**config.mk**
```make
export PLATFORM = sky130hd
export DESIGN_NAME = pcie_str_chan_mux_flat
export DESIGN_NICKNAME = d
export VERILOG_FILES = /design/src/rtl/pcie_str_pkg.sv /design/src/rtl/pcie_str_chan_mux_if.sv /design/src/rtl/pcie_str_xfer_eng.sv /design/src/rtl/pcie_str_chan_mux.sv /design/src/flat_wrapper.sv
export SDC_FILE = /design/constraint.sdc
export NUM_CORES = 1
export LEC_CHECK = 0
export CELL_PAD_IN_SITES_DETAIL_PLACEMENT = 0
export CELL_PAD_IN_SITES_GLOBAL_PLACEMENT = 2
export CORE_AREA = 2 2 393 395
export DETAILED_ROUTE_END_ITERATION = 12
export DIE_AREA = 0 0 395 397
export PLACE_DENSITY_LB_ADDON = 0.08
export SLEW_MARGIN = 10
export SYNTH_ARGS = -nofsm -noshare
export SYNTH_HDL_FRONTEND = slang
export SYNTH_HIERARCHICAL = 1
export SYNTH_SLANG_ARGS = --single-unit
```
**constraint.sdc**
```tcl
create_clock -name i_pcie_clk -period 3.2 [get_ports i_pcie_clk]
set_input_delay 0.32 -clock i_pcie_clk [delete_from_list [all_inputs] [get_ports i_pcie_clk]]
set_output_delay 0.32 -clock i_pcie_clk [all_outputs]
set_load 0.005 [all_outputs]
```
**src/rtl/pcie_str_pkg.sv**
```systemverilog
// pcie_str_pkg
// Definitions shared by the PCIe stream channel multiplexer:
//   - xfer_state_e : direction-engine FSM encoding (IDLE, XFER, DONE)
//   - DIR_S2U/DIR_U2S : index of each direction in o_busy / o_timeout_err
//   - chan_w()     : channel-select width, never narrower than one bit
package pcie_str_pkg;

  typedef enum logic [1:0] {
    ST_IDLE = 2'd0,
    ST_XFER = 2'd1,
    ST_DONE = 2'd2
  } xfer_state_e;

  localparam int DIR_S2U = 0;
  localparam int DIR_U2S = 1;
  localparam int NUM_DIR = 2;

  function automatic int chan_w(input int n);
    if (n > 1) begin
      return $clog2(n);
    end else begin
      return 1;
    end
  endfunction

endpackage

```
**src/rtl/pcie_str_chan_mux_if.sv**
```systemverilog
// pcie_str_chan_mux_if
// Bundles every handshake/bus signal of pcie_str_chan_mux. Signal names are
// the block's port names, seen from the multiplexer (i_* into it, o_* out).
//   slave  : the multiplexer side
//   master : the environment side (host engine, user channels, irq controller)
// Parameters must match those of the pcie_str_chan_mux instance.
interface pcie_str_chan_mux_if #(
  parameter int NUM_CHAN = 4,
  parameter int DATA_W   = 128,
  parameter int LEN_W    = 32
) ();
  localparam int CW = pcie_str_pkg::chan_w(NUM_CHAN);

  // stream-to-user direction
  logic                       i_s2u_en;
  logic [CW-1:0]              i_s2u_chan;
  logic [LEN_W-1:0]           i_s2u_len;
  logic                       i_s2u_valid;
  logic                       o_s2u_ack;
  logic [DATA_W-1:0]          i_s2u_data;
  logic [NUM_CHAN-1:0]        o_chan_wr_valid;
  logic [NUM_CHAN-1:0]        i_chan_wr_ack;
  logic [DATA_W-1:0]          o_chan_wr_data;
  // user-to-stream direction
  logic                       i_u2s_en;
  logic [CW-1:0]              i_u2s_chan;
  logic [LEN_W-1:0]           i_u2s_len;
  logic                       o_u2s_valid;
  logic                       i_u2s_ack;
  logic [DATA_W-1:0]          o_u2s_data;
  logic [NUM_CHAN-1:0]        i_chan_rd_valid;
  logic [NUM_CHAN-1:0]        o_chan_rd_ack;
  logic [NUM_CHAN*DATA_W-1:0] i_chan_rd_data;
  // interrupt / status
  logic                       o_intr_req;
  logic                       i_intr_ack;
  logic [2*NUM_CHAN-1:0]      o_intr_status;
  logic [1:0]                 o_timeout_err;
  logic [1:0]                 o_busy;

  modport slave (
    input  i_s2u_en, i_s2u_chan, i_s2u_len, i_s2u_valid, i_s2u_data, i_chan_wr_ack,
    input  i_u2s_en, i_u2s_chan, i_u2s_len, i_u2s_ack, i_chan_rd_valid, i_chan_rd_data,
    input  i_intr_ack,
    output o_s2u_ack, o_chan_wr_valid, o_chan_wr_data,
    output o_u2s_valid, o_u2s_data, o_chan_rd_ack,
    output o_intr_req, o_intr_status, o_timeout_err, o_busy
  );

  modport master (
    output i_s2u_en, i_s2u_chan, i_s2u_len, i_s2u_valid, i_s2u_data, i_chan_wr_ack,
    output i_u2s_en, i_u2s_chan, i_u2s_len, i_u2s_ack, i_chan_rd_valid, i_chan_rd_data,
    output i_intr_ack,
    input  o_s2u_ack, o_chan_wr_valid, o_chan_wr_data,
    input  o_u2s_valid, o_u2s_data, o_chan_rd_ack,
    input  o_intr_req, o_intr_status, o_timeout_err, o_busy
  );
endinterface

```
**src/rtl/pcie_str_xfer_eng.sv**
```systemverilog
// pcie_str_xfer_eng
// One direction engine: IDLE -> XFER -> DONE -> IDLE.
//   clk, rst_n : clock, asynchronous active-low reset
//   i_en       : start pulse, honoured only in IDLE with a channel < NUM_CHAN
//   i_chan     : channel to latch on start
//   i_len      : transfer length in bytes, rounded up to whole beats
//   i_beat     : one beat completed this cycle (valid & ack, gated by XFER)
//   o_state    : current FSM state
//   o_sel      : latched channel
//   o_timeout  : in DONE, high when the transfer was ended by the idle timer
// Macro PCIE_STR_CHAN_MUX_TIMEOUT_EN adds the idle-beat timer; without it an
// XFER waits for its beats indefinitely and o_timeout stays 0.
module pcie_str_xfer_eng import pcie_str_pkg::*; #(
  parameter  int NUM_CHAN    = 4,
  parameter  int DATA_W      = 128,
  parameter  int LEN_W       = 32,
  parameter  int TIMEOUT_CYC = 65535,
  localparam int CW          = chan_w(NUM_CHAN)
) (
  input  logic             clk,
  input  logic             rst_n,
  input  logic             i_en,
  input  logic [CW-1:0]    i_chan,
  input  logic [LEN_W-1:0] i_len,
  input  logic             i_beat,
  output xfer_state_e      o_state,
  output logic [CW-1:0]    o_sel,
  output logic             o_timeout
);
  localparam int BYTES      = DATA_W / 8;
  localparam int SHIFT      = $clog2(BYTES);
  localparam int CHAN_SPACE = 1 << CW;

  xfer_state_e             state_q, state_d;
  logic [CW-1:0]           sel_q, sel_d;
  logic [LEN_W-1:0]        cnt_q, cnt_d;
  logic [LEN_W:0]          len_rnd_s;
  logic [LEN_W-1:0]        beats_s;
  logic [CHAN_SPACE-1:0]   chan_ok_s;

`ifdef PCIE_STR_CHAN_MUX_TIMEOUT_EN
  logic [31:0]             idle_q, idle_d;
  logic                    to_q, to_d;
`else
  logic                    unused_timeout_s;
  assign unused_timeout_s = (TIMEOUT_CYC == 0);
`endif

  // One extra bit keeps the round-up from wrapping at the top of the length range.
  assign len_rnd_s = {1'b0, i_len} + (LEN_W+1)'(BYTES - 1);
  assign beats_s   = LEN_W'(len_rnd_s >> SHIFT);

  // Channel codes that map to a real channel; the rest are rejected at start.
  always_comb begin
    chan_ok_s = '0;
    for (int c = 0; c < CHAN_SPACE; c++) begin
      chan_ok_s[c] = (c < NUM_CHAN) ? 1'b1 : 1'b0;
    end
  end

  // Next-state logic for the FSM, beat counter and idle timer.
  always_comb begin
    state_d = state_q;
    sel_d   = sel_q;
    cnt_d   = cnt_q;
`ifdef PCIE_STR_CHAN_MUX_TIMEOUT_EN
    idle_d  = idle_q;
    to_d    = to_q;
`endif
    case (state_q)
      ST_IDLE: begin
        if (i_en && chan_ok_s[i_chan]) begin
          sel_d   = i_chan;
          cnt_d   = beats_s;
`ifdef PCIE_STR_CHAN_MUX_TIMEOUT_EN
          idle_d  = 32'd0;
          to_d    = 1'b0;
`endif
          state_d = (beats_s != '0) ? ST_XFER : ST_DONE;
        end else begin
          state_d = ST_IDLE;
        end
      end
      ST_XFER: begin
        if (i_beat) begin
          cnt_d = cnt_q - LEN_W'(1);
`ifdef PCIE_STR_CHAN_MUX_TIMEOUT_EN
          idle_d = 32'd0;
`endif
          if (cnt_q == LEN_W'(1)) begin
            state_d = ST_DONE;
          end else begin
            state_d = ST_XFER;
          end
        end
`ifdef PCIE_STR_CHAN_MUX_TIMEOUT_EN
        else if (idle_q == 32'(TIMEOUT_CYC - 1)) begin
          state_d = ST_DONE;
          to_d    = 1'b1;
        end else begin
          idle_d  = idle_q + 32'd1;
        end
`else
        else begin
          state_d = ST_XFER;
        end
`endif
      end
      ST_DONE: begin
        cnt_d   = '0;
        state_d = ST_IDLE;
      end
      default: begin
        state_d = ST_IDLE;
      end
    endcase
  end

  // State, counter and selected-channel registers.
  always_ff @(posedge clk or negedge rst_n) begin
    if (!rst_n) begin
      state_q <= ST_IDLE;
      sel_q   <= '0;
      cnt_q   <= '0;
`ifdef PCIE_STR_CHAN_MUX_TIMEOUT_EN
      idle_q  <= 32'd0;
      to_q    <= 1'b0;
`endif
    end else begin
      state_q <= state_d;
      sel_q   <= sel_d;
      cnt_q   <= cnt_d;
`ifdef PCIE_STR_CHAN_MUX_TIMEOUT_EN
      idle_q  <= idle_d;
      to_q    <= to_d;
`endif
    end
  end

  assign o_state = state_q;
  assign o_sel   = sel_q;
`ifdef PCIE_STR_CHAN_MUX_TIMEOUT_EN
  assign o_timeout = to_q;
`else
  assign o_timeout = 1'b0;
`endif

endmodule

```
**src/rtl/pcie_str_chan_mux.sv**
```systemverilog
// pcie_str_chan_mux
// Routes a PCIe DMA stream to/from one of NUM_CHAN user channels, one engine
// per direction, and raises an interrupt with per-channel completion status.
//   i_pcie_clk : the only clock
//   i_rst_n    : asynchronous active-low reset
//   bus        : pcie_str_chan_mux_if.slave -- s2u stream and channel write
//                ports, u2s stream and channel read ports, interrupt/status
// Valid, ack and data are forwarded combinationally while an engine is in
// XFER and are held low otherwise, so extra beats are never accepted.
// Macro PCIE_STR_CHAN_MUX_TIMEOUT_EN enables the per-direction idle-beat abort
// (reported in o_timeout_err); without it o_timeout_err stays 0.
module pcie_str_chan_mux import pcie_str_pkg::*; #(
  parameter int NUM_CHAN    = 4,
  parameter int DATA_W      = 128,
  parameter int LEN_W       = 32,
  parameter int TIMEOUT_CYC = 65535
) (
  input logic               i_pcie_clk,
  input logic               i_rst_n,
  pcie_str_chan_mux_if.slave bus
);
  localparam int CW = chan_w(NUM_CHAN);

  xfer_state_e           s2u_state_s, u2s_state_s;
  logic [CW-1:0]         s2u_sel_s, u2s_sel_s;
  logic                  s2u_to_s, u2s_to_s;
  logic                  s2u_xfer_s, u2s_xfer_s;
  logic                  s2u_done_s, u2s_done_s;
  logic                  s2u_beat_s, u2s_beat_s;
  logic [NUM_CHAN-1:0]   wr_valid_s, rd_ack_s;
  logic                  s2u_ack_s, u2s_valid_s;
  logic [DATA_W-1:0]     wr_data_s, u2s_data_s;
  logic [2*NUM_CHAN-1:0] status_q, status_d;
  logic [1:0]            terr_q, terr_d;
  logic                  intr_q, intr_d;

  pcie_str_xfer_eng #(
    .NUM_CHAN(NUM_CHAN), .DATA_W(DATA_W), .LEN_W(LEN_W), .TIMEOUT_CYC(TIMEOUT_CYC)
  ) u_s2u_eng (
    .clk(i_pcie_clk), .rst_n(i_rst_n),
    .i_en(bus.i_s2u_en), .i_chan(bus.i_s2u_chan), .i_len(bus.i_s2u_len),
    .i_beat(s2u_beat_s),
    .o_state(s2u_state_s), .o_sel(s2u_sel_s), .o_timeout(s2u_to_s)
  );

  pcie_str_xfer_eng #(
    .NUM_CHAN(NUM_CHAN), .DATA_W(DATA_W), .LEN_W(LEN_W), .TIMEOUT_CYC(TIMEOUT_CYC)
  ) u_u2s_eng (
    .clk(i_pcie_clk), .rst_n(i_rst_n),
    .i_en(bus.i_u2s_en), .i_chan(bus.i_u2s_chan), .i_len(bus.i_u2s_len),
    .i_beat(u2s_beat_s),
    .o_state(u2s_state_s), .o_sel(u2s_sel_s), .o_timeout(u2s_to_s)
  );

  assign s2u_xfer_s = (s2u_state_s == ST_XFER);
  assign u2s_xfer_s = (u2s_state_s == ST_XFER);
  assign s2u_done_s = (s2u_state_s == ST_DONE);
  assign u2s_done_s = (u2s_state_s == ST_DONE);

  // Channel steering: only the selected channel sees the handshake, only in XFER.
  always_comb begin
    wr_valid_s  = '0;
    rd_ack_s    = '0;
    s2u_ack_s   = 1'b0;
    u2s_valid_s = 1'b0;
    u2s_data_s  = '0;
    wr_data_s   = '0;
    for (int c = 0; c < NUM_CHAN; c++) begin
      if (s2u_xfer_s && (s2u_sel_s == CW'(c))) begin
        wr_valid_s[c] = bus.i_s2u_valid;
        s2u_ack_s     = bus.i_chan_wr_ack[c];
      end else begin
        wr_valid_s[c] = 1'b0;
      end
      if (u2s_xfer_s && (u2s_sel_s == CW'(c))) begin
        u2s_valid_s = bus.i_chan_rd_valid[c];
        rd_ack_s[c] = bus.i_u2s_ack;
        u2s_data_s  = bus.i_chan_rd_data[c*DATA_W +: DATA_W];
      end else begin
        rd_ack_s[c] = 1'b0;
      end
    end
    if (s2u_xfer_s) begin
      wr_data_s = bus.i_s2u_data;
    end else begin
      wr_data_s = '0;
    end
  end

  // Acks are already gated by XFER, so these are true beats only.
  assign s2u_beat_s = bus.i_s2u_valid & s2u_ack_s;
  assign u2s_beat_s = u2s_valid_s & bus.i_u2s_ack;

  // Status/interrupt next state. The ack-clear is applied before the DONE set,
  // so a completion in the ack cycle survives and re-raises the request.
  always_comb begin
    status_d = status_q;
    terr_d   = terr_q;
    if (bus.i_intr_ack && intr_q) begin
      status_d = '0;
      terr_d   = 2'b00;
    end else begin
      status_d = status_q;
      terr_d   = terr_q;
    end
    for (int c = 0; c < NUM_CHAN; c++) begin
      if (s2u_done_s && (s2u_sel_s == CW'(c))) begin
        status_d[c] = 1'b1;
      end else begin
        status_d[c] = status_d[c];
      end
      if (u2s_done_s && (u2s_sel_s == CW'(c))) begin
        status_d[NUM_CHAN + c] = 1'b1;
      end else begin
        status_d[NUM_CHAN + c] = status_d[NUM_CHAN + c];
      end
    end
    if (s2u_done_s && s2u_to_s) begin
      terr_d[DIR_S2U] = 1'b1;
    end else begin
      terr_d[DIR_S2U] = terr_d[DIR_S2U];
    end
    if (u2s_done_s && u2s_to_s) begin
      terr_d[DIR_U2S] = 1'b1;
    end else begin
      terr_d[DIR_U2S] = terr_d[DIR_U2S];
    end
    // The request follows the registered status by one cycle and drops on ack.
    intr_d = (|status_q) && !(bus.i_intr_ack && intr_q);
  end

  // Status, timeout-error and interrupt-request registers.
  always_ff @(posedge i_pcie_clk or negedge i_rst_n) begin
    if (!i_rst_n) begin
      status_q <= '0;
      terr_q   <= 2'b00;
      intr_q   <= 1'b0;
    end else begin
      status_q <= status_d;
      terr_q   <= terr_d;
      intr_q   <= intr_d;
    end
  end

  assign bus.o_chan_wr_valid = wr_valid_s;
  assign bus.o_s2u_ack       = s2u_ack_s;
  assign bus.o_chan_wr_data  = wr_data_s;
  assign bus.o_u2s_valid     = u2s_valid_s;
  assign bus.o_chan_rd_ack   = rd_ack_s;
  assign bus.o_u2s_data      = u2s_data_s;
  assign bus.o_intr_req      = intr_q;
  assign bus.o_intr_status   = status_q;
  assign bus.o_timeout_err   = terr_q;
  assign bus.o_busy          = {(u2s_state_s != ST_IDLE), (s2u_state_s != ST_IDLE)};

endmodule

```
**src/flat_wrapper.sv**
```systemverilog
// flat-port wrapper written by rule: the top's interface ports become plain ports
module pcie_str_chan_mux_flat import pcie_str_pkg::*;
#(
  parameter int NUM_CHAN    = 4,
  parameter int DATA_W      = 128,
  parameter int LEN_W       = 32,
  parameter int TIMEOUT_CYC = 65535
)
  (i_pcie_clk, i_rst_n, bus_i_s2u_en, bus_i_s2u_chan, bus_i_s2u_len, bus_i_s2u_valid, bus_i_s2u_data, bus_i_chan_wr_ack, bus_i_u2s_en, bus_i_u2s_chan, bus_i_u2s_len, bus_i_u2s_ack, bus_i_chan_rd_valid, bus_i_chan_rd_data, bus_i_intr_ack, bus_o_s2u_ack, bus_o_chan_wr_valid, bus_o_chan_wr_data, bus_o_u2s_valid, bus_o_u2s_data, bus_o_chan_rd_ack, bus_o_intr_req, bus_o_intr_status, bus_o_timeout_err, bus_o_busy);
  pcie_str_chan_mux_if #(.NUM_CHAN(NUM_CHAN), .DATA_W(DATA_W), .LEN_W(LEN_W)) bus_i ();
  input logic i_pcie_clk;
  input logic i_rst_n;
  input wire logic [$bits(bus_i.i_s2u_en)-1:0] bus_i_s2u_en;
  input wire logic [$bits(bus_i.i_s2u_chan)-1:0] bus_i_s2u_chan;
  input wire logic [$bits(bus_i.i_s2u_len)-1:0] bus_i_s2u_len;
  input wire logic [$bits(bus_i.i_s2u_valid)-1:0] bus_i_s2u_valid;
  input wire logic [$bits(bus_i.i_s2u_data)-1:0] bus_i_s2u_data;
  input wire logic [$bits(bus_i.i_chan_wr_ack)-1:0] bus_i_chan_wr_ack;
  input wire logic [$bits(bus_i.i_u2s_en)-1:0] bus_i_u2s_en;
  input wire logic [$bits(bus_i.i_u2s_chan)-1:0] bus_i_u2s_chan;
  input wire logic [$bits(bus_i.i_u2s_len)-1:0] bus_i_u2s_len;
  input wire logic [$bits(bus_i.i_u2s_ack)-1:0] bus_i_u2s_ack;
  input wire logic [$bits(bus_i.i_chan_rd_valid)-1:0] bus_i_chan_rd_valid;
  input wire logic [$bits(bus_i.i_chan_rd_data)-1:0] bus_i_chan_rd_data;
  input wire logic [$bits(bus_i.i_intr_ack)-1:0] bus_i_intr_ack;
  output wire logic [$bits(bus_i.o_s2u_ack)-1:0] bus_o_s2u_ack;
  output wire logic [$bits(bus_i.o_chan_wr_valid)-1:0] bus_o_chan_wr_valid;
  output wire logic [$bits(bus_i.o_chan_wr_data)-1:0] bus_o_chan_wr_data;
  output wire logic [$bits(bus_i.o_u2s_valid)-1:0] bus_o_u2s_valid;
  output wire logic [$bits(bus_i.o_u2s_data)-1:0] bus_o_u2s_data;
  output wire logic [$bits(bus_i.o_chan_rd_ack)-1:0] bus_o_chan_rd_ack;
  output wire logic [$bits(bus_i.o_intr_req)-1:0] bus_o_intr_req;
  output wire logic [$bits(bus_i.o_intr_status)-1:0] bus_o_intr_status;
  output wire logic [$bits(bus_i.o_timeout_err)-1:0] bus_o_timeout_err;
  output wire logic [$bits(bus_i.o_busy)-1:0] bus_o_busy;
  assign bus_i.i_s2u_en = bus_i_s2u_en;
  assign bus_i.i_s2u_chan = bus_i_s2u_chan;
  assign bus_i.i_s2u_len = bus_i_s2u_len;
  assign bus_i.i_s2u_valid = bus_i_s2u_valid;
  assign bus_i.i_s2u_data = bus_i_s2u_data;
  assign bus_i.i_chan_wr_ack = bus_i_chan_wr_ack;
  assign bus_i.i_u2s_en = bus_i_u2s_en;
  assign bus_i.i_u2s_chan = bus_i_u2s_chan;
  assign bus_i.i_u2s_len = bus_i_u2s_len;
  assign bus_i.i_u2s_ack = bus_i_u2s_ack;
  assign bus_i.i_chan_rd_valid = bus_i_chan_rd_valid;
  assign bus_i.i_chan_rd_data = bus_i_chan_rd_data;
  assign bus_i.i_intr_ack = bus_i_intr_ack;
  assign bus_o_s2u_ack = bus_i.o_s2u_ack;
  assign bus_o_chan_wr_valid = bus_i.o_chan_wr_valid;
  assign bus_o_chan_wr_data = bus_i.o_chan_wr_data;
  assign bus_o_u2s_valid = bus_i.o_u2s_valid;
  assign bus_o_u2s_data = bus_i.o_u2s_data;
  assign bus_o_chan_rd_ack = bus_i.o_chan_rd_ack;
  assign bus_o_intr_req = bus_i.o_intr_req;
  assign bus_o_intr_status = bus_i.o_intr_status;
  assign bus_o_timeout_err = bus_i.o_timeout_err;
  assign bus_o_busy = bus_i.o_busy;
  pcie_str_chan_mux #(.NUM_CHAN(NUM_CHAN), .DATA_W(DATA_W), .LEN_W(LEN_W), .TIMEOUT_CYC(TIMEOUT_CYC)) u_core (.i_pcie_clk(i_pcie_clk), .i_rst_n(i_rst_n), .bus(bus_i));
endmodule
```
==> results.json <==
{
  "combPwrFrac_pct": 81.4,
  "drive_above_1_share_pct": 17.4,
  "synth_cell_types": 63,
  "dieArea_um2": 157000,
  "slew_violations": 0,
  "swShare_pct": 51.7,
  "grt_max_degree": 130,
  "max_slew_margin_pct": 5.52,
  "setup_viol": 3,
  "cp.depth": 5,
  "wl_per_cell_um": 36.1,
  "core_um2": 153000,
  "h-tree-depth": 3,
  "synth-edff-count": 0,
  "clk_path_buf_depth": 2,
  "r2r_start": "u_core/u_u2s_eng/o_sel[1]",
  "failed_checks": "negative setup slack",
  "grt_pass1_vias": 16600,
  "yosys-top-cells-area": "mux2i_1 (22%), dfrtp_1 (17%), o22ai_2 (10%)",
  "ys_ff_latch": 83,
  "cpPeakStageDelay_ns": 1.12,
  "finalNetCount": 3156,
  "power.leakage_nw": 9.65,
  "grt_first_pass_wirelength_mm": 200,
  "drtIter0Drc": 812,
  "critPathLaunchType": "register",
  "place_area_um2": 25700,
  "wl_mm": 162,
  "fill_cells": 17100,
  "pin_count": 1002,
  "internal-power_w": 0.00765,
  "cts-root-buf": "clkbuf_16",
  "finalCritPeriodShare_pct": 104,
  "path_delay_family": "multiplexers",
  "area_growth_pct": 120,
  "critPathRequiredTime_ns": 2.88,
  "min_period_ns": 3.33,
  "postCtsSetupBuffers": 0,
  "final_util_pct": 17.2,
  "power_density_nw_per_um2": 603,
  "outcome": "finished with violations",
  "ys_warn_count": 6,
  "yosys.area.top_type": "mux2i_1",
  "worst_path_max_delay_cell": "mux2i_1",
  "path_class": "register to output pin",
  "fp.dieW_um": 395,
  "crit_path_end_kind": "output pin",
  "cp_common_cell": "buf_12",
  "syn_avg_cell_area_um2": 8.59,
  "maxCapViolCount": 0,
  "reg2reg_depth": 9,
  "worstPathMaxFanout": 24,
  "ir_drop_uv": 215,
  "cts_buffers": 9,
  "rrSetupSlack_ns": 0.25,
  "drtPass1Iterations": 4,
  "final_area_um2": 26300,
  "cp.buffers_inverters": 3,
  "clk_latency_ns": 0.39,
  "via_count": 16300,
  "antenna_found_initial": 92,
  "worstPathArrival_ns": 3.01,
  "gr-usage-all-layers_pct": 19.8,
  "std_cell_rows": 144,
  "p_clk_share_pct": 7.5,
  "grt_overflow": 0,
  "initial_core_util_pct": 7.79,
  "cts_tree": "yes",
  "syn_nets": 2119,
  "rsz0062_at_grt": "false",
  "syn_inst": 1388,
  "synth_top_area_share_pct": 22.2,
  "setup_slack_ns": -0.128,
  "seq_area_frac_synth_pct": 17.4,
  "cts_sinks": 83,
  "place.port_buffers": 1001,
  "ant_nets": 0,
  "max_freq_mhz": 301,
  "switchingPower_w": 0.00819,
  "drc": 0,
  "dp_hpwl_mm": 145,
  "tightest_slew_ns": 1.38,
  "hold_path_class": "primary input to asynchronous set/reset pin",
  "routabilityCongestion": 1.01,
  "hold_viol": 0,
  "drt-vias-per-instance": 3.64,
  "syn_area_um2": 11900,
  "synth_ff_type": "dfrtp_1",
  "die_h_um": 397,
  "worstPathCellList": "buf_12 -> buf_4 -> mux2i_1 -> o22ai_2 -> buf_12",
  "synthArstFlopShare_pct": 100,
  "fin_worst_skew_ns": 0.0198,
  "clkSlewWorstSetupHoldPaths_ns": 0.09,
  "seq_power_share_pct": 11.1,
  "startpoint": "u_core/u_u2s_eng/o_sel[0]"
}
[final timing paths]
check / endpoint
max: bus_o_u2s_data[45]
min: u_core/u_u2s_eng/cnt_q[3]
max reg2reg: u_core/u_u2s_eng/o_state[0]
min reg2reg: u_core/u_s2u_eng/cnt_q[30]
max in group asynchronous: u_core/u_u2s_eng/o_sel[0]
min in group i_pcie_clk: u_core/u_s2u_eng/cnt_q[30]
[power by group through the flow]
stage / logic, W / registers (W) / clock network [W]
floorplan: 0.00444 / 0.00166 / 0
global placement: 0.0128 / 0.00176 / 0
detailed placement: 0.0128 / 0.00176 / 0
CTS: 0.0130 / 0.00175 / 0.00124
global route: 0.0136 / 0.00182 / 0.00127
finish: 0.0129 / 0.00176 / 0.00119
[logic make-up after synthesis]
logic type	synth area share [%]
multiplexers	22.9
adder cells (fa/ha/maj)	0.840
AO/OA/AOI/OAI	25.0
buffers and inverters	5.60
flip-flops	17.4
AND/OR/NAND/NOR	24.2
XOR/XNOR	3.97
other	0.0630
[state kept, by name (all words and copies together), names as in the netlist]
signal / cells
u_core/u_u2s_eng/o_sel: 2
u_core/bus.o_intr_status: 8
u_core/u_s2u_eng/o_state: 2
u_core/u_s2u_eng/o_sel: 2
u_core/u_u2s_eng/o_state: 2
u_core/bus.o_timeout_err: 2
u_core/u_s2u_eng/cnt_q: 32
u_core/bus.o_intr_req: 1
u_core/u_u2s_eng/cnt_q: 32
[stage by stage]
| step | setup WS [ns] | instances | setup TNS [ns] | total power [W] | hold slack, ns |
|---|---|---|---|---|---|
| after global routing | 0.000603 | 4475 | 0 | 0.0167 | 0.132 |
| after floorplan | 0.981 | 1388 | 0 | 0.00610 | 0.0244 |
| after detailed placement | -0.352 | 4457 | -0.352 | 0.0146 | 0.477 |
| after global placement | -0.464 | 4456 | -0.681 | 0.0146 | 0.486 |
| after CTS | 0.000807 | 4473 | 0 | 0.0160 | 0.106 |
| final | -0.128 | 4494 | -0.164 | 0.0158 | 0.0635 |
[cells in the mapped netlist, types with 5 or more instances]
master,number
nand3_1,18
ha_1,8
xnor2_1,34
o21ai_0,94
buf_6,15
a22o_1,8
inv_1,20
buf_4,10
nor3_1,52
nor4_1,20
nor2b_1,5
o21a_1,12
o22ai_2,100
a21oi_1,44
o31ai_1,6
and2_1,135
a32o_1,10
mux2i_1,264
o311ai_0,10
o22ai_1,35
and3_1,10
nand2b_1,8
o211ai_1,6
clkbuf_1,38
xor2_1,20
or3_1,12
nor4b_1,6
buf_2,39
dfrtp_1,83
a31oi_1,10
nor2_1,52
a22oi_1,10
nand4_1,26
nand2_1,83
nand3b_1,7
and4_1,8
[metal layers]
layer / vias up / share of wire, % / global-route usage, %
li1: 7373 / - / -
met1: 8030 / 48 / 27.4
met2: 758 / 42 / 29.9
met3: 156 / 8.8 / 7.65
met4: 22 / 1.0 / 1.57
met5: - / 0.094 / 0
[cells in the final DEF, fill, tap and decap left out, types with 12 or more instances in the layout]
| master | instances |
|---|---|
| clkdlybuf4s50_1 | 905 |
| mux2i_1 | 224 |
| nand2_1 | 83 |
| xor2_1 | 20 |
| diode_2 | 20 |
| o21a_1 | 12 |
| and2_1 | 135 |
| buf_12 | 86 |
| nor3_1 | 52 |
| nor2_1 | 52 |
| or3_1 | 12 |
| o22ai_1 | 30 |
| nand3_1 | 18 |
| xnor2_1 | 34 |
| a21oi_1 | 44 |
| buf_4 | 135 |
| o22ai_2 | 105 |
| dfrtp_1 | 81 |
| nand4_1 | 26 |
| nor4_1 | 20 |
| o21ai_0 | 94 |
| inv_1 | 20 |
| mux2i_2 | 38 |
[worst register-to-register path, delay by kind of cell, from the launching register on]
family	cells	cell delay, ns
compound gates	2	0.55
buf+inv	2	0.45
flops	1	0.48
mux	1	0.27
simple gates	4	1.07
[layout make-up]
type                       count  area, um^2  share of cell area (%)
timing repair buffer        1129       11800                    45.0
multi-input combinational   1182        9390                    35.7
tap                         2044        2560                    9.73
sequential                    83        2080                    7.92
clock buffer                  11         233                   0.886
inverter                      20        75.1                   0.286
clock inverter                 5        62.6                   0.238
antenna                       20        50.0                   0.190
[what timing repair did]
| item | CTS | global route |
|---|---|---|
| hold buffers | 0 | 0 |
| resized for setup | 35 | 10 |
| setup endpoints to repair | 27 | 17 |
| cloned | 0 | 1 |
(Power assumes the default switching activity.)
